===== config.mk =====
export PLATFORM = sky130hd
export DESIGN_NAME = ex_mem_data_stage_reg
export DESIGN_NICKNAME = d
export VERILOG_FILES = /design/src/rtl/ex_mem_data_stage_reg.sv
export SDC_FILE = /design/constraint.sdc
export NUM_CORES = 1
export LEC_CHECK = 0
export CAP_MARGIN = 10
export CORE_MARGIN = 8
export CORE_UTILIZATION = 43
export CTS_CLUSTER_SIZE = 14
export DETAILED_ROUTE_END_ITERATION = 12
export GPL_TIMING_DRIVEN = 1
export PLACE_DENSITY = 0.77
export SLEW_MARGIN = 20
export SYNTH_ARGS = -nofsm -noshare
export SYNTH_HDL_FRONTEND = slang
export SYNTH_SLANG_ARGS = --single-unit

===== constraint.sdc =====
create_clock -name clock -period 1.6 [get_ports clock]
set_input_delay 0.4 -clock clock [delete_from_list [all_inputs] [get_ports clock]]
set_output_delay 0.4 -clock clock [all_outputs]
set_load 0.01 [all_outputs]

===== src/rtl/ex_mem_data_stage_reg.sv =====
// EX->MEM data stage: per-lane source mux feeding a two-entry
// (output + skid) buffer with a valid/ready handshake.
//
// Parameters
//   DATA_WIDTH    bits per lane
//   LANES         independent data lanes, lane i = [i*DATA_WIDTH +: DATA_WIDTH]
//
// Ports
//   clock         rising-edge clock
//   reset_n       asynchronous reset, active-low
//   sel_signals   per-lane 2-bit source select, lane i = [2i+1:2i]
//                 (00 reg file, 01 ALU, 10 MEM forward, 11 zero)
//   reg_file_data register file operands
//   alu_res       ALU results
//   fwd_data      MEM-stage forwarded values
//   in_valid      EX presents an entry
//   in_ready      stage can accept an entry (registered)
//   flush         kill every buffered entry
//   out_valid     ex_data_out holds a valid entry
//   out_ready     MEM consumes the entry this cycle
//   ex_data_out   registered stage output
module ex_mem_data_stage_reg #(
   parameter int DATA_WIDTH = 8,
   parameter int LANES      = 2
) (
   input  logic                        clock,
   input  logic                        reset_n,
   input  logic [2*LANES-1:0]          sel_signals,
   input  logic [LANES*DATA_WIDTH-1:0] reg_file_data,
   input  logic [LANES*DATA_WIDTH-1:0] alu_res,
   input  logic [LANES*DATA_WIDTH-1:0] fwd_data,
   input  logic                        in_valid,
   output logic                        in_ready,
   input  logic                        flush,
   output logic                        out_valid,
   input  logic                        out_ready,
   output logic [LANES*DATA_WIDTH-1:0] ex_data_out
);

   localparam int W = LANES * DATA_WIDTH;

   logic [W-1:0] mux_data;

   logic         out_valid_q, out_valid_d;
   logic         skid_valid_q, skid_valid_d;
   logic [W-1:0] out_data_q, out_data_d;
   logic [W-1:0] skid_data_q, skid_data_d;

   logic         accept;
   logic         pop;

   always_comb begin
      mux_data = '0;
      for (int i = 0; i < LANES; i++) begin
         unique case (sel_signals[2*i +: 2])
            2'b00:   mux_data[i*DATA_WIDTH +: DATA_WIDTH] =
                        reg_file_data[i*DATA_WIDTH +: DATA_WIDTH];
            2'b01:   mux_data[i*DATA_WIDTH +: DATA_WIDTH] =
                        alu_res[i*DATA_WIDTH +: DATA_WIDTH];
            2'b10:   mux_data[i*DATA_WIDTH +: DATA_WIDTH] =
                        fwd_data[i*DATA_WIDTH +: DATA_WIDTH];
            default: mux_data[i*DATA_WIDTH +: DATA_WIDTH] = '0;
         endcase
      end
   end

   // in_ready depends only on the skid flop, which breaks the
   // combinational ready path back into EX.
   assign in_ready = ~skid_valid_q;
   assign accept   = in_valid & in_ready;
   assign pop      = out_valid_q & out_ready;

   always_comb begin
      out_valid_d  = out_valid_q;
      skid_valid_d = skid_valid_q;
      out_data_d   = out_data_q;
      skid_data_d  = skid_data_q;

      if (flush) begin
         // Data registers keep their contents; only valids are killed.
         out_valid_d  = 1'b0;
         skid_valid_d = 1'b0;
      end else if (!out_valid_q || pop) begin
         if (skid_valid_q) begin
            // Older skid entry leaves first. A full stage cannot
            // accept, so nothing needs to refill the skid here.
            out_data_d   = skid_data_q;
            out_valid_d  = 1'b1;
            skid_valid_d = 1'b0;
         end else if (accept) begin
            out_data_d  = mux_data;
            out_valid_d = 1'b1;
         end else begin
            out_valid_d = 1'b0;
         end
      end else if (accept) begin
         // Output is stalled: park the new entry in the skid.
         skid_data_d  = mux_data;
         skid_valid_d = 1'b1;
      end
   end

   always_ff @(posedge clock or negedge reset_n) begin
      if (!reset_n) begin
         out_valid_q  <= 1'b0;
         skid_valid_q <= 1'b0;
         out_data_q   <= '0;
         skid_data_q  <= '0;
      end else begin
         out_valid_q  <= out_valid_d;
         skid_valid_q <= skid_valid_d;
         out_data_q   <= out_data_d;
         skid_data_q  <= skid_data_d;
      end
   end

   assign out_valid   = out_valid_q;
   assign ex_data_out = out_data_q;

endmodule


==> results_dict.tcl <==
set metrics [dict create \
    synth_top_area_share 0.450 \
    via_per_inst 5.48 \
    critPathMaxFanout 2 \
    cts.clk_slew.worst_paths_ns 0.07 \
    ys_seq_area_frac 0.450 \
    clkSinkCount 34 \
    cts_max_path_buffers 2 \
    p_leak_uw 0.00133 \
    cp.required_ns 1.20 \
    wl_met3_um 317 \
    dr.pass1.iters 4 \
    rr_worst_depth 4 \
    wl_per_cell_um 17.8 \
    area_growth_pct 50.6 \
    grt.total_usage 0.164 \
    cts_buffers 5 \
    io_buffer_count 74 \
    utilization 0.663 \
    status "complete, no violations" \
    finalHoldViolations 0 \
    worstPathArrival_ns 1.17 \
    synth_ff_type "dfrtp_1" \
    wl_um 5480 \
    cp_slowest_stage_delay_ns 0.53 \
    crit_path_top_delay_cell "clkdlybuf4s50_1" \
    grt_pass1_vias 1803 \
    wl_met2_um 2990 \
    insertion_delay_ns 0.29 \
    ys_top_cells_by_count "dfrtp_1, mux2i_1, inv_1" \
    ioPinCount 75 \
    diodes 0 \
    power_uw 2530 \
    die_w_um 82.3 \
    gp_congestion 0.742 \
    cp-startpoint "ex_data_out[9]" \
    end_kind "output pin" \
    cts_setup_buffers 0 \
    syn_avg_cell_area_um2 10.8 \
    synth-edff-count 0 \
    antenna_found_initial 0 \
    synthesis.area_mm2 0.00189 \
    h-tree-depth 2 \
    wl_met1_um 2120 \
    pwr_density_cell_mw_per_mm2 888 \
    maxSlewViolCount 0 \
    startpoint_type "flop" \
    route.detailed.drc 0 \
    rsz0062_at_grt "yes" \
    ir_worst_vdd_mv 0.666 \
    synthTopCellsByArea "dfrtp_1, mux2i_1, a2bb2oi_1" \
    path_class "flop to output pin" \
    fin_crit_ns 1.57 \
    reg2reg_to "skid_data_q[1]" \
    hold_slack_ns 0.472 \
    fillers 347 \
    cap_violations 0 \
    crit_family "buffers and inverters" \
    rrSetupSlack_ns 0.14 \
    synth-async-reset-ratio 1.00 \
    cts_tree "done" \
    grt_max_degree 35 \
    fp-row-count 24 \
    dr.max_layer_used "met4" \
    start_util 0.440 \
    overflow 0 \
    drt-initial-drc-count 93 \
    path_buf_inv 1 \
    dieArea_mm2 0.00677 \
    timing.final.crit_share 0.980 \
    ctsHoldBuffers 0 \
    vias 1689 \
    synth.distinct_cells 21 \
    drive_gt1_frac 0.117 \
    fp.dieH_um 82.3 \
    fmax_mhz 637 \
    syn_inst 175 \
    worst_pin_slew_ns 0.376 \
    place_ws_ns -0.374 \
    setup_slack_ns 0.0313 \
    setup_viol 0 \
    fin_skew_ns 0.0111 \
    postRouteAntennaNets 0 \
    yosys_warnings 0 \
    root_buffer "clkbuf_8" \
    reg2reg_from "skid_valid_q" \
    core_area_mm2 0.00429 \
    final_net_count 312 \
    grt_first_pass_wirelength_um 8650 \
    hpwl_um 3990 \
    slew-limit-headroom 0.749 \
    hold_class "input port to async pin" \
    yosys.area.top_type "dfrtp_1" \
    post-synth-top-count-cell "dfrtp_1" \
    worstPathCellList "clkdlybuf4s50_1" \
    ys_ff_latch 34 \
    postSynthNetCount 232 \
]
placed cells by master, fill, tap and decap left out:
| cell type | n |
|---|---|
| clkinv_2 | 1 |
| o21ai_0 | 16 |
| nor2_1 | 2 |
| nand3_4 | 2 |
| inv_1 | 16 |
| a21oi_1 | 1 |
| o21ba_2 | 1 |
| dfrtp_1 | 34 |
| buf_12 | 2 |
| dlygate4sd2_1 | 7 |
| o211ai_1 | 16 |
| mux2i_1 | 32 |
| nand4_1 | 16 |
| nor2b_2 | 2 |
| clkdlybuf4s50_1 | 57 |
| inv_2 | 1 |
| dlymetal6s2s_1 | 10 |
| a2bb2oi_1 | 16 |
| nand2b_1 | 1 |
| buf_4 | 13 |
| and2b_2 | 1 |
| o21bai_1 | 1 |
| clkbuf_1 | 1 |
| clkbuf_8 | 6 |
| nor4b_4 | 1 |
registers in the layout, summed over array words and instances (netlist names):
signal and cells:
ex_data_out 16, skid_data_q 16, out_valid 1, skid_valid_q 1
logic make-up after synthesis:
family	Yosys count	share of synthesized area
and+or+nand+nor	24	0.0927
muxes	32	0.169
AOI/OAI and AO/OA	51	0.192
buffers and inverters	34	0.0960
DFF	34	0.450
how the worst max path moves through the flow:
stage / endpoint / depth (start not counted)
floorplan: skid_data_q[0] / 5
global placement: ex_data_out[1] / 5
detailed placement: ex_data_out[1] / 5
CTS: ex_data_out[12] / 1
global route: skid_data_q[1] / 5
finish: ex_data_out[9] / 1
where the power goes:
group | internal (uW) | switching [uW] | total [uW]
clock | 347 | 311 | 658
combinational | 401 | 316 | 717
sequential | 1050 | 100 | 1150
through the flow:
step           cell area (um2)  TNS [ns]  instances
4_1_cts                   2800         0        307
6_report                  2850         0        308
2_1_floorplan             1890         0        175
5_1_grt                   2850   -0.0738        308
3_5_place_dp              2720     -8.74        299
3_3_place_gp              2720     -8.38        299
what timing repair did:
item                                   in CTS  in global routing
setup endpoints to repair                  19                 30
pin swaps                                   0                  1
cloned                                      0                  1
endpoints found under the hold margin       0                  0
gates resized for setup                     8                 14
layer usage:
layer	global-route usage	vias to the layer above
li1	-	812
met1	0.195	828
met2	0.284	41
met3	0.0368	8
met4	0.0579	0
met5	0	-
worst register-to-register path, stage by stage (launching register included):
cell and delay, ns:
dfrtp_1 0.39, buf_4 0.22, nor4b_4 0.31, buf_4 0.24, mux2i_1 0.21
layout make-up:
type,instances,area (um2),share of cell area
repair buffers,89,895,0.314
multi-input cells,108,882,0.310
flip-flops and latches,34,851,0.299
clock buffers,7,86.3,0.0303
well taps,52,65.1,0.0228
inverters,17,63.8,0.0224
clock inverters,1,5.00,0.00176
(Power assumes the default switching activity.)
